$ cat src/rtl/cpu_bus_if_if.sv
// rtl/cpu_bus_if_if.sv - CPU bus and BRAM port bundle for the cpu_bus_if bridge
interface cpu_bus_if_if #(
  parameter int STM_SEG_W = 5
);
  // CPU bus side
  logic                    en;
  logic                    we;
  logic [1:0]              bram_select;
  logic [13:0]             bram_addr;
  logic [15:0]             data_in;
  logic [15:0]             data_out;
  // BRAM side
  logic                    ctl_we;
  logic                    normal_we;
  logic                    mod_we;
  logic                    stm_we;
  logic [13:0]             ctl_addr;
  logic [13:0]             normal_addr;
  logic [14:0]             mod_addr;
  logic [13+STM_SEG_W:0]   stm_addr;
  logic [15:0]             wdata;
  logic [13:0]             ctl_raddr;
  logic [15:0]             ctl_rdata;
  logic                    mod_segment;
  logic [15:0]             stm_segment;

  modport slave (
    input  en, we, bram_select, bram_addr, data_in, ctl_rdata,
    output data_out, ctl_we, normal_we, mod_we, stm_we,
           ctl_addr, normal_addr, mod_addr, stm_addr, wdata,
           ctl_raddr, mod_segment, stm_segment
  );

  modport master (
    output en, we, bram_select, bram_addr, data_in, ctl_rdata,
    input  data_out, ctl_we, normal_we, mod_we, stm_we,
           ctl_addr, normal_addr, mod_addr, stm_addr, wdata,
           ctl_raddr, mod_segment, stm_segment
  );
endinterface

$ cat src/rtl/cpu_bus_if.sv
// rtl/cpu_bus_if.sv - CPU external bus to BRAM bridge with segment extension and read-back
module cpu_bus_if #(
  parameter logic [1:0]  SEL_CONTROLLER       = 2'd0,
  parameter logic [1:0]  SEL_MOD              = 2'd1,
  parameter logic [1:0]  SEL_NORMAL           = 2'd2,
  parameter logic [1:0]  SEL_STM              = 2'd3,
  parameter logic [13:0] ADDR_MOD_MEM_SEGMENT = 14'h020,
  parameter logic [13:0] ADDR_STM_MEM_SEGMENT = 14'h050,
  parameter int          STM_SEG_W            = 5
) (
  input logic           bus_clk,
  input logic           rst,
  cpu_bus_if_if.slave   bus
);

  logic                  en_q;
  logic                  we_q;
  logic                  we_d;
  logic [1:0]            sel_q;
  logic [13:0]           addr_q;
  logic [15:0]           data_q;
  logic                  write_det;

  logic                  ctl_we;
  logic                  normal_we;
  logic                  mod_we;
  logic                  stm_we;
  logic [13:0]           ctl_addr;
  logic [13:0]           normal_addr;
  logic [14:0]           mod_addr;
  logic [13+STM_SEG_W:0] stm_addr;
  logic [15:0]           wdata;
  logic [15:0]           data_out;
  logic                  mod_segment;
  logic [15:0]           stm_segment;

  // Rising edge of WE while selected; we_d clears on reset so the first
  // post-reset edge is measured against a known low.
  assign write_det = en_q & we_q & ~we_d;

  // Register the asynchronous-timing CPU bus inputs once on the bus clock.
  always_ff @(posedge bus_clk) begin
    if (rst) begin
      en_q   <= 1'b0;
      we_q   <= 1'b0;
      we_d   <= 1'b0;
      sel_q  <= 2'd0;
      addr_q <= 14'd0;
      data_q <= 16'd0;
    end else begin
      en_q   <= bus.en;
      we_q   <= bus.we;
      we_d   <= we_q;
      sel_q  <= bus.bram_select;
      addr_q <= bus.bram_addr;
      data_q <= bus.data_in;
    end
  end

  // Decode an accepted write into one-cycle strobes, latched address/data
  // and segment updates; segments change at the strobe edge so the address
  // registered in the same edge still carries the previous segment.
  always_ff @(posedge bus_clk) begin
    if (rst) begin
      ctl_we      <= 1'b0;
      normal_we   <= 1'b0;
      mod_we      <= 1'b0;
      stm_we      <= 1'b0;
      ctl_addr    <= 14'd0;
      normal_addr <= 14'd0;
      mod_addr    <= 15'd0;
      stm_addr    <= '0;
      wdata       <= 16'd0;
      mod_segment <= 1'b0;
      stm_segment <= 16'd0;
    end else begin
      ctl_we    <= write_det && (sel_q == SEL_CONTROLLER);
      mod_we    <= write_det && (sel_q == SEL_MOD);
      normal_we <= write_det && (sel_q == SEL_NORMAL);
      stm_we    <= write_det && (sel_q == SEL_STM);
      if (write_det) begin
        ctl_addr    <= addr_q;
        normal_addr <= addr_q;
        mod_addr    <= {mod_segment, addr_q};
        stm_addr    <= {stm_segment[STM_SEG_W-1:0], addr_q};
        wdata       <= data_q;
      end
      if (write_det && (sel_q == SEL_CONTROLLER) && (addr_q == ADDR_MOD_MEM_SEGMENT)) begin
        mod_segment <= data_q[0];
      end
      if (write_det && (sel_q == SEL_CONTROLLER) && (addr_q == ADDR_STM_MEM_SEGMENT)) begin
        stm_segment <= data_q;
      end
    end
  end

  // Capture controller BRAM read data while a controller read is on the bus;
  // otherwise hold the last value for the CPU.
  always_ff @(posedge bus_clk) begin
    if (rst) begin
      data_out <= 16'd0;
    end else if (en_q && !we_q && (sel_q == SEL_CONTROLLER)) begin
      data_out <= bus.ctl_rdata;
    end
  end

  assign bus.ctl_raddr   = addr_q;
  assign bus.ctl_we      = ctl_we;
  assign bus.normal_we   = normal_we;
  assign bus.mod_we      = mod_we;
  assign bus.stm_we      = stm_we;
  assign bus.ctl_addr    = ctl_addr;
  assign bus.normal_addr = normal_addr;
  assign bus.mod_addr    = mod_addr;
  assign bus.stm_addr    = stm_addr;
  assign bus.wdata       = wdata;
  assign bus.data_out    = data_out;
  assign bus.mod_segment = mod_segment;
  assign bus.stm_segment = stm_segment;

endmodule

$ cat src/flat_wrapper.sv
// flat-port wrapper written by rule: the top's interface ports become plain ports
module cpu_bus_if_flat 
#(
  parameter logic [1:0]  SEL_CONTROLLER       = 2'd0,
  parameter logic [1:0]  SEL_MOD              = 2'd1,
  parameter logic [1:0]  SEL_NORMAL           = 2'd2,
  parameter logic [1:0]  SEL_STM              = 2'd3,
  parameter logic [13:0] ADDR_MOD_MEM_SEGMENT = 14'h020,
  parameter logic [13:0] ADDR_STM_MEM_SEGMENT = 14'h050,
  parameter int          STM_SEG_W            = 5
)
  (bus_clk, rst, bus_en, bus_we, bus_bram_select, bus_bram_addr, bus_data_in, bus_ctl_rdata, bus_data_out, bus_ctl_we, bus_normal_we, bus_mod_we, bus_stm_we, bus_ctl_addr, bus_normal_addr, bus_mod_addr, bus_stm_addr, bus_wdata, bus_ctl_raddr, bus_mod_segment, bus_stm_segment);
  cpu_bus_if_if #(.STM_SEG_W(STM_SEG_W)) bus_i ();
  input logic bus_clk;
  input logic rst;
  input wire logic [$bits(bus_i.en)-1:0] bus_en;
  input wire logic [$bits(bus_i.we)-1:0] bus_we;
  input wire logic [$bits(bus_i.bram_select)-1:0] bus_bram_select;
  input wire logic [$bits(bus_i.bram_addr)-1:0] bus_bram_addr;
  input wire logic [$bits(bus_i.data_in)-1:0] bus_data_in;
  input wire logic [$bits(bus_i.ctl_rdata)-1:0] bus_ctl_rdata;
  output wire logic [$bits(bus_i.data_out)-1:0] bus_data_out;
  output wire logic [$bits(bus_i.ctl_we)-1:0] bus_ctl_we;
  output wire logic [$bits(bus_i.normal_we)-1:0] bus_normal_we;
  output wire logic [$bits(bus_i.mod_we)-1:0] bus_mod_we;
  output wire logic [$bits(bus_i.stm_we)-1:0] bus_stm_we;
  output wire logic [$bits(bus_i.ctl_addr)-1:0] bus_ctl_addr;
  output wire logic [$bits(bus_i.normal_addr)-1:0] bus_normal_addr;
  output wire logic [$bits(bus_i.mod_addr)-1:0] bus_mod_addr;
  output wire logic [$bits(bus_i.stm_addr)-1:0] bus_stm_addr;
  output wire logic [$bits(bus_i.wdata)-1:0] bus_wdata;
  output wire logic [$bits(bus_i.ctl_raddr)-1:0] bus_ctl_raddr;
  output wire logic [$bits(bus_i.mod_segment)-1:0] bus_mod_segment;
  output wire logic [$bits(bus_i.stm_segment)-1:0] bus_stm_segment;
  assign bus_i.en = bus_en;
  assign bus_i.we = bus_we;
  assign bus_i.bram_select = bus_bram_select;
  assign bus_i.bram_addr = bus_bram_addr;
  assign bus_i.data_in = bus_data_in;
  assign bus_i.ctl_rdata = bus_ctl_rdata;
  assign bus_data_out = bus_i.data_out;
  assign bus_ctl_we = bus_i.ctl_we;
  assign bus_normal_we = bus_i.normal_we;
  assign bus_mod_we = bus_i.mod_we;
  assign bus_stm_we = bus_i.stm_we;
  assign bus_ctl_addr = bus_i.ctl_addr;
  assign bus_normal_addr = bus_i.normal_addr;
  assign bus_mod_addr = bus_i.mod_addr;
  assign bus_stm_addr = bus_i.stm_addr;
  assign bus_wdata = bus_i.wdata;
  assign bus_ctl_raddr = bus_i.ctl_raddr;
  assign bus_mod_segment = bus_i.mod_segment;
  assign bus_stm_segment = bus_i.stm_segment;
  cpu_bus_if #(.SEL_CONTROLLER(SEL_CONTROLLER), .SEL_MOD(SEL_MOD), .SEL_NORMAL(SEL_NORMAL), .SEL_STM(SEL_STM), .ADDR_MOD_MEM_SEGMENT(ADDR_MOD_MEM_SEGMENT), .ADDR_STM_MEM_SEGMENT(ADDR_STM_MEM_SEGMENT), .STM_SEG_W(STM_SEG_W)) u_core (.bus_clk(bus_clk), .rst(rst), .bus(bus_i));
endmodule
$ cat config.mk
export PLATFORM = sky130hd
export DESIGN_NAME = cpu_bus_if_flat
export DESIGN_NICKNAME = d
export VERILOG_FILES = /design/src/rtl/cpu_bus_if_if.sv /design/src/rtl/cpu_bus_if.sv /design/src/flat_wrapper.sv
export SDC_FILE = /design/constraint.sdc
export NUM_CORES = 1
export LEC_CHECK = 0
export ABC_AREA = 1
export BUFFER_PORTS_ARGS = -buffer_cell sky130_fd_sc_hd__buf_4
export CAP_MARGIN = 20
export CORE_MARGIN = 2
export CORE_UTILIZATION = 35
export CTS_CLUSTER_SIZE = 16
export DETAILED_ROUTE_END_ITERATION = 7
export PLACE_DENSITY_LB_ADDON = 0.3
export SYNTH_ARGS = -nofsm -noshare
export SYNTH_HDL_FRONTEND = slang
export SYNTH_SLANG_ARGS = --single-unit
$ cat constraint.sdc
create_clock -name bus_clk -period 2.5 [get_ports bus_clk]
set_input_delay 0 -clock bus_clk [delete_from_list [all_inputs] [get_ports bus_clk]]
set_output_delay 0 -clock bus_clk [all_outputs]
set_load 0.005 [all_outputs]
* After elaboration in Yosys (flattened, before gate mapping)
Cells that the tools add are included.
** Storage, ports and cells
- Flip-flop bits (word level) :: 136
- Input bits :: 52
- Output and inout port bits :: 129
- Logic and storage cells :: 35
** Cells by class
- Equality and inequality tests :: 5
- Bitwise logic cells :: 3
- Reduce and logical (&&, ||, !) cells :: 10
** Operators by type and width (number)
- 14-bit by 6-bit == test with 1-bit output, second input constant :: 1
- 14-bit by 7-bit == test with 1-bit output, second input constant :: 1
- 1-bit logical AND :: 8
- 2-bit == test, second input constant :: 2
- 1-bit AND :: 2
- 2-bit by 1-bit == test with 1-bit output, second input constant :: 1
- 2-bit zero test :: 1
- 1-bit zero test :: 1
- 1-bit inverter :: 1

* Longest topological paths before layout
- Word-level depth :: 4
- Depth in mapped cells :: 8
- Mapped depth without buffers :: 7

* Worst setup path after synthesis
OpenSTA, ideal clock, no wires.
- Path kind :: register -> register
- Start point :: reg u_core.en_q
- End point :: reg u_core.stm_segment[10] (netlist: u_core.bus.stm_segment[10])
- Setup time :: 0.115 ns
- Arrival :: 1.089 ns
- Required time :: 2.385 ns
- Setup slack :: 1.296 ns
- Stages on the path, launching flop included :: 9
- Path buffers :: 1
- Clock period less this slack :: 1.204 ns
- Path through :: dfxtp_1 nand2_2 nor2_8 nand2_2 nor2_8 buf_6 nand3_1 nand2_1 nor2_1
** On the way
- Cells in the longest elaborated chain, start to end :: 4
** Ends and longest elaborated chain
- start: declaration :: line cpu_bus_if.sv:16 : logic en_q;
- start signal: assignment :: line cpu_bus_if.sv:51 : en_q <= bus.en;
- 1-bit AND (2 in series) :: line cpu_bus_if.sv:39 : assign write_det = en_q & we_q & ~we_d;
- 1-bit logical AND (2 in series) :: line cpu_bus_if.sv:91 : if (write_det && (sel_q == SEL_CONTROLLER) && (addr_q == ADDR_STM_MEM_SEGMENT)) begin
- end signal: assignment :: line cpu_bus_if.sv:92 : stm_segment <= data_q;
- end: declaration :: line cpu_bus_if.sv:35 : logic [15:0] stm_segment;
No other way between the ends.
A chain may end at the register's enable or synchronous reset.

* Final worst setup path
Same ends and word-level chain as after synthesis.

==> results.toml <==
[worst_setup_path]
crit_arrival_ns = 1.84
worstSetupEndpointType = "flop"
critPathMaxFanout = 34
start_kind = "flop"
worstSetupPathType = "flop to flop"
required_ns = 2.73

[timing]
slew_violations = 0
tightest_slew_ns = 0.531
holdWs_ns = 0.0764
relSlewSlack = 0.646
setup_tns_ns = 0
fmax_mhz = 619
finalHoldViolCount = 0
period_needed_ns = 1.62
finalClockSkew_ns = 0.00928
worst_slack_ns = 0.885
final-setup-viol-count = 0
min_period_over_period = 0.646
rsz0062_at_grt = "false"

[cts]
cts.path.max_buffers = 2
root_buffer = "clkbuf_16"
cts_sinks = 108
numCtsBuffers = 9
clock_latency_ns = 0.34
hold_buffers = 50
post_cts_buffers = 0
clk_pin_slew_ns = 0.08
cts-htree-levels = 3
cts_tree = "yes"
post_cts_resized = 0

[routing]
first_pass_iters = 4
drt-total-wl_mm = 9.98
vias = 3597
vias_per_cell = 4.38
drc = 0
drtIter0Drc = 136
antenna_left = 0
wl_per_cell_um = 12.1

[finish]
diodes = 0
multi_input_comb_area_um2 = 1140
seqCellArea_um2 = 2160
fin_area_um2 = 5920
nNetsFinal = 726
mostFrequentLayoutCells = "buf_4 (183), dfxtp_1 (108), nor2_1 (100), inv_1 (70)"
drive_gt1_frac = 0.303
nFillCells = 1050
areaGrowthSynthToFinish_pct = 47.7
mostFrequentLayoutCell = "buf_4"

[pwr]
leakage_nw = 2.93
internal-power_w = 0.00270
p_per_area_nw_per_um2 = 598
p_switching_w = 0.000841
ir_drop_v = 0.000435
power.share.combinational = 0.105
clock_power_share = 0.380
power.share.sequential = 0.515
switching_share = 0.238

[placement]
place.gp.congestion = 0.772
dp_hpwl_mm = 6.77
pre_cts_ws_ns = 0.863
numPortBuffers = 180
dpl_cell_area_um2 = 5140

[global_routing]
grt_util_all_layers = 0.160
grt_max_degree = 41
grt_pass1_wl_mm = 16.3
antenna_found_initial = 0
grt_pass1_vias = 3388
grt-ovfl-total = 0

[synth]
syn-mean-instance-area_um2 = 8.05
synth-compound-area-share = 0.127
synth_simple_gate_area_frac = 0.155
seq_area_frac_synth = 0.539
yosys.area_share.adder = 0
ys.flop_type = "dfxtp_1"
synthMuxAreaShare = 0
synth.yosys.warnings = 0
yosysUniqueCellTypes = 17
synth_edf_count = 0
synthArstFlopShare = 0
syn_inst = 498
synthesis.nets = 550
synth_top_family_by_area = "buffers and inverters"
netlist_area_um2 = 4010
synth_xor_area_frac = 0
ys_ff_latch = 108

[status]
status = "finished, final reports clean"

[min_path]
min_path_type = "input port to flop"

[floorplan]
die_height_um = 111
die_area_um2 = 12300
die_x_um = 111
start_util = 0.354
pin_count = 181
core_um2 = 11300
rows = 39

[flow_run]
maxCapViolCount = 0
## cells in the mapped netlist (2+ instances only)
cell / number / share of area
nor4_1: 3 / 0.0047
buf_1: 5 / 0.0047
dfxtp_1: 108 / 0.54
clkbuf_1: 15 / 0.014
buf_2: 4 / 0.0050
buf_4: 42 / 0.079
o21ai_1: 8 / 0.010
nand2_1: 18 / 0.017
o21ai_0: 44 / 0.055
a21oi_1: 50 / 0.062
nand3_1: 21 / 0.026
nand2_2: 2 / 0.0031
inv_1: 71 / 0.066
nor2_1: 101 / 0.095
nor2_8: 2 / 0.010
buf_6: 3 / 0.0084
## flip-flops by register name, summed over array words and instances (netlist names)
register,flops
u_core.we_q,1
u_core.bus.ctl_raddr,14
u_core.we_d,1
u_core.bus.data_out,16
u_core.en_q,1
u_core.bus.stm_addr,19
u_core.bus.stm_we,1
u_core.data_q,16
u_core.bus.normal_we,1
u_core.bus.mod_we,1
u_core.bus.wdata,16
u_core.sel_q,2
u_core.bus.mod_segment,1
u_core.bus.stm_segment,16
u_core.bus.ctl_we,1
u_core.bus.mod_addr,1
## worst max-delay path, cell delays in order (launching register included)
cell	delay [ns]
dfxtp_1	0.35
nand2_2	0.10
nor2_8	0.20
nand2_2	0.14
nor2_8	0.42
nand3_1	0.16
nand2_1	0.10
nor2_1	0.04
## layer usage
metal	wire length, µm	vias up	global-route usage
li1	-	1852	-
met1	4520	1633	0.197
met2	4830	101	0.283
met3	474	11	0.0279
met4	158	0	0.0568
met5	0	-	0
## cell families after synthesis
group / Yosys count
simple gates: 147
flops: 108
compound gates: 102
buf+inv: 141
## final cells by class
class	count	share of cell area
Clock buffer	10	0.0387
Clock inverter	6	0.00866
Inverter	72	0.0456
Multi-Input combinational cell	249	0.192
Sequential cell	108	0.365
Tap cell	143	0.0302
Timing Repair Buffer	234	0.320
## final timing paths
path	startpoint	end	slack (ns)	depth (start not counted)
setup / recovery	u_core.en_q	u_core.bus.stm_segment[10]	0.88	7
hold / removal	rst	u_core.bus.ctl_raddr[6]	0.08	2
setup reg to reg	u_core.en_q	u_core.bus.stm_segment[10]	0.88	7
hold reg to reg	u_core.bus.data_out[6]	u_core.bus.data_out[6]	0.45	2
## metrics by stage
stage / utilization / cells / power [W]
after floorplan: - / 498 / 0.00201
after global placement: 0.454 / 756 / 0.00217
after detailed placement: 0.454 / 756 / 0.00218
after CTS: 0.523 / 822 / 0.00360
after global routing: 0.523 / 822 / 0.00370
final: 0.523 / 822 / 0.00354
## power by group through the flow
| stage | Combinational [W] | Clock (W) | Sequential, W |
|---|---|---|---|
| final | 0.000373 | 0.00134 | 0.00182 |
| after global routing | 0.000412 | 0.00146 | 0.00183 |
| after CTS | 0.000377 | 0.00139 | 0.00182 |
| after detailed placement | 0.000314 | 0 | 0.00186 |
| after global placement | 0.000307 | 0 | 0.00186 |
| after floorplan | 0.000147 | 0 | 0.00186 |
(Power assumes the default switching activity.)
